==> config.mk <==
export PLATFORM = sky130hd
export DESIGN_NAME = mem_wr_flat
export DESIGN_NICKNAME = d
export VERILOG_FILES = /design/src/rtl/cpu_pkg.sv /design/src/rtl/mem_wr_if.sv /design/src/rtl/store_align.sv /design/src/rtl/mem_wr.sv /design/src/flat_wrapper.sv
export SDC_FILE = /design/constraint.sdc
export NUM_CORES = 1
export LEC_CHECK = 0
export BUFFER_PORTS_ARGS = -buffer_cell sky130_fd_sc_hd__buf_2
export CORE_UTILIZATION = 46
export DETAILED_ROUTE_END_ITERATION = 8
export GPL_TIMING_DRIVEN = 0
export PLACE_DENSITY_LB_ADDON = 0.2
export SKIP_CTS_REPAIR_TIMING = 1
export SLEW_MARGIN = 40
export SYNTH_ARGS = -nofsm -noshare
export SYNTH_HDL_FRONTEND = slang
export SYNTH_SLANG_ARGS = --single-unit
export TNS_END_PERCENT = 100
==> constraint.sdc <==
create_clock -name CLK -period 5.33 [get_ports CLK]
set_clock_uncertainty 0.2 [all_clocks]
set_input_delay 0.2665 -clock CLK [delete_from_list [all_inputs] [get_ports CLK]]
set_output_delay 0.2665 -clock CLK [all_outputs]
set_load 0.01 [all_outputs]
==> src/rtl/cpu_pkg.sv <==
// Shared RV32I store-stage definitions: funct3 codes, write FSM encoding,
// default bus timeout and the retirement record carried across a store.
package cpu_pkg;

  localparam logic [2:0] F3_SB = 3'b000;
  localparam logic [2:0] F3_SH = 3'b001;
  localparam logic [2:0] F3_SW = 3'b010;

  localparam int TIMEOUT_DEF = 256;

  typedef enum logic {
    ST_IDLE = 1'b0,
    ST_REQ  = 1'b1
  } wr_state_e;

  typedef struct packed {
    logic [31:0] pc;
    logic [31:0] inst;
    logic [4:0]  rd;
    logic [31:0] rdv;
    logic        exc_to;
  } wb_ent_t;

  function automatic logic is_store_f3(input logic [2:0] f3);
    return (f3 == F3_SB) || (f3 == F3_SH) || (f3 == F3_SW);
  endfunction

endpackage

==> src/rtl/mem_wr_if.sv <==
// Valid/ready memory write port between the store stage and the data memory.
interface mem_wr_if;
  logic [31:0] WADDR;
  logic [3:0]  WSTRB;
  logic [31:0] WDATA;
  logic        WVALID;
  logic        WREADY;

  modport master (output WADDR, WSTRB, WDATA, WVALID, input WREADY);
  modport slave  (input WADDR, WSTRB, WDATA, WVALID, output WREADY);
endinterface

==> src/rtl/store_align.sv <==
// Combinational store lane alignment: byte strobes, lane-replicated data and
// misalignment detect from funct3 and the low address bits.
module store_align
  import cpu_pkg::*;
(
  input  logic [2:0]  funct3,
  input  logic [1:0]  addr_lo,
  input  logic [31:0] data_in,
  output logic [3:0]  strb,
  output logic [31:0] data_out,
  output logic        misalign
);

  always_comb begin
    strb     = 4'b0000;
    data_out = data_in;
    misalign = 1'b0;
    case (funct3)
      F3_SB: begin
        strb     = 4'b0001 << addr_lo;
        data_out = {4{data_in[7:0]}};
      end
      F3_SH: begin
        strb     = 4'b0011 << addr_lo;
        data_out = {2{data_in[15:0]}};
        misalign = addr_lo[0];
      end
      F3_SW: begin
        strb     = 4'b1111;
        misalign = |addr_lo;
      end
      default: ;
    endcase
  end

endmodule

==> src/rtl/mem_wr.sv <==
// RV32I store-side memory stage: issues one aligned bus write per store,
// stalls upstream until it completes or times out, then retires to write-back.
module mem_wr
  import cpu_pkg::*;
#(
  parameter int TIMEOUT = TIMEOUT_DEF
) (
  input  logic        CLK,
  input  logic        RST,
  input  logic [31:0] M_PC,
  input  logic [31:0] M_INST,
  input  logic        M_VALID,
  input  logic [4:0]  M_REG_D,
  input  logic [31:0] M_REG_D_V,
  input  logic        M_STORE_EN,
  input  logic [31:0] M_STORE_ADDR,
  input  logic [31:0] M_STORE_DATA,
  input  logic [2:0]  M_STORE_FUNCT3,
  input  logic        STALL,
  output logic        STALL_REQ,
  mem_wr_if.master    MEM,
  output logic [31:0] W_PC,
  output logic [31:0] W_INST,
  output logic        W_VALID,
  output logic [4:0]  W_REG_D,
  output logic [31:0] W_REG_D_V,
  output logic        W_EXC_MISALIGN,
  output logic        W_EXC_TIMEOUT
);

  wr_state_e   state, state_nxt;
  logic [15:0] cnt;
  logic        pend;
  wb_ent_t     lat, ret;

  logic [3:0]  al_strb;
  logic [31:0] al_data;
  logic        al_mis;

  logic is_st, hs, tmo, done;
  logic start, ld_m, ld_lat, set_pend, bubble;

  store_align u_align (
    .funct3   (M_STORE_FUNCT3),
    .addr_lo  (M_STORE_ADDR[1:0]),
    .data_in  (M_STORE_DATA),
    .strb     (al_strb),
    .data_out (al_data),
    .misalign (al_mis)
  );

  always_comb begin
    is_st = M_VALID & M_STORE_EN & is_store_f3(M_STORE_FUNCT3);
    hs    = (state == ST_REQ) & MEM.WVALID & MEM.WREADY;
    tmo   = (state == ST_REQ) & ~MEM.WREADY & (cnt == 16'(TIMEOUT - 1));
    done  = hs | tmo;
    ret   = lat;
    if (state == ST_REQ) ret.exc_to = tmo;
  end

  always_ff @(posedge CLK) begin
    if (RST) state <= ST_IDLE;
    else     state <= state_nxt;
  end

  always_comb begin
    state_nxt = state;
    case (state)
      ST_IDLE: if (start) state_nxt = ST_REQ;
      ST_REQ:  if (done)  state_nxt = ST_IDLE;
      default: state_nxt = ST_IDLE;
    endcase
  end

  // A retirement that meets a downstream stall parks in the pending slot;
  // M_* still shows that store until the slot drains, so hold upstream too.
  always_comb begin
    STALL_REQ = 1'b0;
    start     = 1'b0;
    ld_m      = 1'b0;
    ld_lat    = 1'b0;
    set_pend  = 1'b0;
    bubble    = 1'b0;
    case (state)
      ST_IDLE: begin
        if (pend) begin
          STALL_REQ = STALL;
          ld_lat    = ~STALL;
        end else if (STALL) begin
          STALL_REQ = M_VALID & M_STORE_EN;
        end else if (is_st & ~al_mis) begin
          STALL_REQ = 1'b1;
          start     = 1'b1;
          bubble    = 1'b1;
        end else begin
          ld_m = 1'b1;
        end
      end
      ST_REQ: begin
        STALL_REQ = ~done | STALL;
        if (done) begin
          set_pend = STALL;
          ld_lat   = ~STALL;
        end else if (!STALL) begin
          bubble = 1'b1;
        end
      end
      default: ;
    endcase
  end

  always_ff @(posedge CLK) begin
    if (RST) begin
      cnt            <= '0;
      pend           <= 1'b0;
      lat            <= '0;
      MEM.WVALID     <= 1'b0;
      MEM.WADDR      <= '0;
      MEM.WSTRB      <= '0;
      MEM.WDATA      <= '0;
      W_PC           <= '0;
      W_INST         <= '0;
      W_VALID        <= 1'b0;
      W_REG_D        <= '0;
      W_REG_D_V      <= '0;
      W_EXC_MISALIGN <= 1'b0;
      W_EXC_TIMEOUT  <= 1'b0;
    end else begin
      cnt <= (state == ST_REQ && !done) ? cnt + 16'd1 : 16'd0;

      if (start) begin
        MEM.WVALID <= 1'b1;
        MEM.WADDR  <= {M_STORE_ADDR[31:2], 2'b00};
        MEM.WSTRB  <= al_strb;
        MEM.WDATA  <= al_data;
        lat        <= '{pc: M_PC, inst: M_INST, rd: M_REG_D, rdv: M_REG_D_V, exc_to: 1'b0};
      end else if (done) begin
        MEM.WVALID <= 1'b0;
      end

      if (set_pend) begin
        pend       <= 1'b1;
        lat.exc_to <= tmo;
      end else if (ld_lat) begin
        pend <= 1'b0;
      end

      if (ld_m) begin
        W_PC           <= M_PC;
        W_INST         <= M_INST;
        W_VALID        <= M_VALID;
        W_REG_D        <= M_REG_D;
        W_REG_D_V      <= M_REG_D_V;
        W_EXC_MISALIGN <= is_st & al_mis;
        W_EXC_TIMEOUT  <= 1'b0;
      end else if (ld_lat) begin
        W_PC           <= ret.pc;
        W_INST         <= ret.inst;
        W_VALID        <= 1'b1;
        W_REG_D        <= ret.rd;
        W_REG_D_V      <= ret.rdv;
        W_EXC_MISALIGN <= 1'b0;
        W_EXC_TIMEOUT  <= ret.exc_to;
      end else if (bubble) begin
        W_VALID        <= 1'b0;
        W_EXC_MISALIGN <= 1'b0;
        W_EXC_TIMEOUT  <= 1'b0;
      end
    end
  end

endmodule

==> src/flat_wrapper.sv <==
// flat-port wrapper written by rule: the top's interface ports become plain ports
module mem_wr_flat import cpu_pkg::*;
#(
  parameter int TIMEOUT = TIMEOUT_DEF
)
  (CLK, RST, M_PC, M_INST, M_VALID, M_REG_D, M_REG_D_V, M_STORE_EN, M_STORE_ADDR, M_STORE_DATA, M_STORE_FUNCT3, STALL, STALL_REQ, W_PC, W_INST, W_VALID, W_REG_D, W_REG_D_V, W_EXC_MISALIGN, W_EXC_TIMEOUT, MEM_WADDR, MEM_WSTRB, MEM_WDATA, MEM_WVALID, MEM_WREADY);
  mem_wr_if MEM_i ();
  input  logic CLK;
  input  logic RST;
  input  logic [31:0] M_PC;
  input  logic [31:0] M_INST;
  input  logic M_VALID;
  input  logic [4:0] M_REG_D;
  input  logic [31:0] M_REG_D_V;
  input  logic M_STORE_EN;
  input  logic [31:0] M_STORE_ADDR;
  input  logic [31:0] M_STORE_DATA;
  input  logic [2:0] M_STORE_FUNCT3;
  input  logic STALL;
  output logic STALL_REQ;
  output logic [31:0] W_PC;
  output logic [31:0] W_INST;
  output logic W_VALID;
  output logic [4:0] W_REG_D;
  output logic [31:0] W_REG_D_V;
  output logic W_EXC_MISALIGN;
  output logic W_EXC_TIMEOUT;
  output wire logic [$bits(MEM_i.WADDR)-1:0] MEM_WADDR;
  output wire logic [$bits(MEM_i.WSTRB)-1:0] MEM_WSTRB;
  output wire logic [$bits(MEM_i.WDATA)-1:0] MEM_WDATA;
  output wire logic [$bits(MEM_i.WVALID)-1:0] MEM_WVALID;
  input wire logic [$bits(MEM_i.WREADY)-1:0] MEM_WREADY;
  assign MEM_WADDR = MEM_i.WADDR;
  assign MEM_WSTRB = MEM_i.WSTRB;
  assign MEM_WDATA = MEM_i.WDATA;
  assign MEM_WVALID = MEM_i.WVALID;
  assign MEM_i.WREADY = MEM_WREADY;
  mem_wr #(.TIMEOUT(TIMEOUT)) u_core (.CLK(CLK), .RST(RST), .M_PC(M_PC), .M_INST(M_INST), .M_VALID(M_VALID), .M_REG_D(M_REG_D), .M_REG_D_V(M_REG_D_V), .M_STORE_EN(M_STORE_EN), .M_STORE_ADDR(M_STORE_ADDR), .M_STORE_DATA(M_STORE_DATA), .M_STORE_FUNCT3(M_STORE_FUNCT3), .STALL(STALL), .STALL_REQ(STALL_REQ), .MEM(MEM_i), .W_PC(W_PC), .W_INST(W_INST), .W_VALID(W_VALID), .W_REG_D(W_REG_D), .W_REG_D_V(W_REG_D_V), .W_EXC_MISALIGN(W_EXC_MISALIGN), .W_EXC_TIMEOUT(W_EXC_TIMEOUT));
endmodule
======== After elaboration in Yosys (flattened, before gate mapping) ========
Cells that the tools add are included.
word-level totals
  register bits after elaboration ......... 291
  input port bits ......................... 174
  output and inout bits ................... 174
  word-level logic and storage cells ...... 101
cells by class
  $add $sub $neg .......................... 1
  equality and inequality tests ........... 3
  shift-type cells ........................ 2
  multiplexer cells ....................... 46
  bitwise gates (word level) .............. 16
  reduce and logical (&&, ||, !) cells .... 14
operators with widths
  cell                     count
  $mux W32                 6
  $pmux W32 S2             1
  $mux W1                  31
  $add A16 B1 Y16 const B  1
  $eq A16 B8 Y1 const B    1
  $pmux W4 S3              1
  $mux W5                  2
  $pmux W1 S2              5
  $reduce_bool A2 Y1       5
  $and A1 B1 Y1            8
  $not A1 Y1               6
  $reduce_or A2 Y1         3
  $shl A1 B2 Y4 const A    1
  $shl A2 B2 Y4 const A    1
  $eq A3 B1 Y1 const B     1
  $eq A3 B2 Y1 const B     1
  $logic_not A3 Y1         1
  $reduce_bool A3 Y1       1
  $logic_or A1 B1 Y1       2
  $or A1 B1 Y1             2
  $logic_and A1 B1 Y1      1
  $logic_not A1 Y1         1

======== Longest topological paths before layout ========
  depth in word-level cells ............... 12
  gate-level depth with buffers ........... 9
  mapped depth without buffers ............ 6

======== Cells and area by module ========
Synthesis repeated with hierarchy kept, for this count alone.
unflattened totals
  cells, all modules ...................... 1422
  area total of the unflattened synthesis .. 11855.1 um2
by module, submodules not included
  module       instances  cells each  area each (um2)  seq. area each (um2)
  mem_wr       1          1352        11308.3          5825.6
  store_align  1          70          546.8            0.0

======== Worst setup path after synthesis ========
No wires, ideal clock.
  kind .................................... register to register
  start point ............................. register u_core.cnt[0]
  end point ............................... register u_core.W_INST[14]
  setup time .............................. 0.086 ns
  data arrival time ....................... 1.890 ns
  required time ........................... 5.044 ns
  slack ................................... 3.155 ns
  stages on the path, launching flop included .. 9
  buffers on the path ..................... 2
  period minus slack after synthesis ...... 2.175 ns
  cells stage by stage .................... dfxtp_1 > ha_1 > and3_1 > and4b_1 > clkbuf_1 > a21oi_1 > clkbuf_1 > a21oi_1 > a211oi_1
between the ends
  longest elaborated chain between the ends .. 6
ends and longest elaborated chain
  item                          line           source
  start: declaration            mem_wr.sv:32   logic [15:0] cnt;
  start signal: assignment      mem_wr.sv:129  cnt <= (state == ST_REQ && !done) ? cnt + 16'd1 : 16'd0;
  $eq A16 B8 Y1                 mem_wr.sv:55   tmo = (state == ST_REQ) & ~MEM.WREADY & (cnt == 16'(TIMEOUT - 1));
  $and A1 B1 Y1                 mem_wr.sv:55
  $or A1 B1 Y1                  mem_wr.sv:56   done = hs | tmo;
  $mux W1                       mem_wr.sv:101  if (done) begin
  $pmux W1 S2                   mem_wr.sv:84   case (state)
  $reduce_bool A2 Y1 (no line)  n/a
  end signal: assignment        mem_wr.sv:158  W_INST <= ret.inst;
  end: declaration              mem_wr.sv:23   output logic [31:0] W_INST,
Every way passes these cells.
A chain may end at the register's enable or synchronous reset.

======== Worst setup path after layout ========
  start point ............................. register u_core.state
  end point ............................... output port STALL_REQ
between the ends
  longest elaborated chain between the ends .. 6
  elaborated cells on any way between the ends .. 9
  those cells by class .................... mux (1); bitwise (8)
ends and longest elaborated chain
  item                                            line                        source
  start: declaration                              mem_wr.sv:31                wr_state_e state, state_nxt;
  start signal: assignment                        mem_wr.sv:63                else state <= state_nxt;
  $and A1 B1 Y1 (on tied branches) (2 in series)  mem_wr.sv:54, mem_wr.sv:55
  $or A1 B1 Y1                                    mem_wr.sv:56
  $not A1 Y1                                      mem_wr.sv:100               STALL_REQ = ~done | STALL;
  $or A1 B1 Y1                                    mem_wr.sv:100
  $pmux W1 S2 (*)                                 mem_wr.sv:84
  end: declaration                                flat_wrapper.sv:20          output logic STALL_REQ;
Every way passes the cells marked *; elsewhere a longest branch is shown, timed or not.

==> results_dict.tcl <==
set metrics [dict create \
    outcome "finished with violations" \
    violations "negative hold slack" \
    die_y_um 160 \
    final_area_sq_mm 0.0162 \
    ir_drop_uv 283 \
    final_common_cell "nand2_1" \
    period_minus_slack_ns 2.86 \
    finalWeightedCongestion 0.924 \
    wl_per_cell_um 16.6 \
    final-hold-violation-count 1 \
    core_sq_mm 0.0243 \
    n_antenna_cell 0 \
    dr.pass1.iters 8 \
    fmax_mhz 349 \
    layout_common_cells "479 x nand2_1, 383 x buf_2, 291 x dfxtp_1" \
    critPathArrivalTime_ns 2.40 \
    synth.distinct_cells 47 \
    fill_cells 2029 \
    yosys.area.top_type "dfxtp_1" \
    place_hpwl_um 26700 \
    setup-violations-final 0 \
    grt_pass1_vias 10900 \
    routed_wl_um 39100 \
    grtUsageTotal 0.276 \
    start_util 0.470 \
    hp-class "input pin to flop" \
    start_kind "flop" \
    numCtsBuffers 30 \
    antenna_found_initial 1 \
    drc 0 \
    seq_area_frac_synth 0.510 \
    grt.overflow.total 0 \
    end_kind "output pin" \
    nets 2184 \
    syn_area_per_cell_sq_um 7.80 \
    ios 348 \
    hold_ws_ns -0.0120 \
    synth_edf_count 0 \
    synthArstFlopShare 0 \
    ant_nets 0 \
    ys_ff_latch 291 \
    cts_root_buffer "clkbuf_16" \
    powerDensity_mw_per_mm2 304 \
    yosysTopAreaCellShare 0.510 \
    rows 57 \
    cts_tree "built" \
    cts_sinks 291 \
    dieArea_sq_mm 0.0255 \
    viasPerCell 5.29 \
    grt_max_degree 15 \
    portBuffers 342 \
    syn_to_final_growth_pct 42.2 \
    htreeDepth 1 \
    tightest_slew_ns 0.755 \
    cp_data_required_time_ns 4.86 \
    syn_inst 1465 \
    relSlewSlack 0.496 \
    crit_type "flop to output pin" \
    synth_ff_type "dfxtp_1" \
    tns_ns 0 \
    drive_above_1_share 0.220 \
    num_vias 12500 \
    drt_iter0_markers 887 \
    syn_area_sq_mm 0.0114 \
    period_share 0.537 \
    placed_cell_area_sq_mm 0.0136 \
    drv_slew 0 \
    cts_buffer_depth 3 \
    dieWidth_um 160 \
    clk_pin_slew_worst_paths_ns 0.06 \
    grt_pass1_wl_um 56600 \
    cap_viol_max_count 0 \
    critPathMaxFanout 10 \
    yosysWarnings 0 \
    synthTopCellsByArea "dfxtp_1 51%, nand2_1 16%, a21oi_1 8.8%" \
    clk_latency_ns 0.56 \
    leakage_nw 6.57 \
    rsz0062_at_grt "false" \
]
## through the flow
| stage | power, mW | instances | hold WS, ns | setup WS, ns | utilization |
|---|---|---|---|---|---|
| after global placement | 2.77 | 2132 | 0.238 | 2.58 | 0.557 |
| after detailed placement | 2.78 | 2132 | 0.243 | 2.50 | 0.558 |
| after floorplan | 2.55 | 1466 | 0.202 | 3.15 | - |
| after global routing | 5.11 | 2355 | 0.0334 | 2.29 | 0.668 |
| final | 4.94 | 2355 | -0.0120 | 2.47 | 0.668 |
| after CTS | 4.86 | 2186 | -0.268 | 2.47 | 0.599 |
## worst paths after layout
check                        endpoint             from  cells after the start  slack (ns)
setup / recovery            STALL_REQ     u_core.state                      8        2.47
hold reg to reg        u_core.lat[77]   u_core.lat[77]                      2        0.25
hold / removal    u_core.MEM.WSTRB[0]  M_STORE_ADDR[1]                      5       -0.01
setup reg to reg    u_core.W_INST[14]    u_core.cnt[0]                      8        2.54
## registers in the layout, summed over array words and instances (netlist names), 4 cells and up
| name | cells |
|---|---|
| u_core.MEM.WDATA | 32 |
| u_core.cnt | 16 |
| u_core.MEM.WSTRB | 4 |
| u_core.MEM.WADDR | 30 |
| u_core.lat | 102 |
| u_core.W_INST | 32 |
| u_core.W_REG_D | 5 |
| u_core.W_REG_D_V | 32 |
| u_core.W_PC | 32 |
## logic make-up after synthesis
logic type	count (synthesis)	synth area share
DFF	291	0.510
xor gates and xnor gates	14	0.0107
adders and majority gates	1	0.00109
AOI/OAI and AO/OA	407	0.203
muxes	17	0.0150
other	1	0.000328
buffers and inverters	128	0.0504
and+or+nand+nor	606	0.210
## critical path, cell delays in order (launching register included)
cell and delay, ns:
dfxtp_1 0.33, buf_2 0.18, nor3_2 0.32, and3_1 0.21, clkbuf_1 0.17, buf_2 0.28, nor2_1 0.10, o21ai_0 0.08
buf_2 0.16
## area by class of cell
class	count	area, sq um	share of cell area
clock buffer	49	943	0.0581
tap	324	405	0.0249
timing repair buffer	511	3400	0.209
buffer	124	561	0.0345
sequential	291	5830	0.359
clock inverter	5	52.6	0.00323
multi-input combinational	1047	5040	0.310
inverter	4	15.0	0.000924
## Yosys cell counts (2+ instances only)
library cell / instances
a211oi_1: 49
a21oi_1: 200
a311oi_1: 8
a31oi_1: 61
and2_1: 3
and3_1: 2
buf_1: 10
buf_2: 41
buf_4: 3
buf_6: 4
clkbuf_1: 64
clkbuf_2: 2
dfxtp_1: 291
inv_1: 4
mux2i_1: 16
nand2_1: 479
nand2b_1: 2
nand3_1: 9
nand3b_1: 2
nand4_1: 5
nor2_1: 87
nor2b_1: 2
nor3_1: 3
nor3_2: 3
o211ai_1: 10
o21ai_0: 62
o21ai_1: 10
or3_1: 2
xnor2_1: 6
xor2_1: 8
## where the power goes
group,internal (mW),switching [mW]
clock network,1.25,0.858
registers,2.25,0.0385
logic,0.250,0.298
## layer usage
metal  part of all wire  up-vias  global-route usage
li1                   -     6038                   -
met1               0.41     5789               0.346
met2               0.48      541               0.461
met3              0.076       99              0.0618
met4              0.033        2               0.106
met5            0.00033        -                   0
No activity file was read; power rests on OpenSTA's default activity.
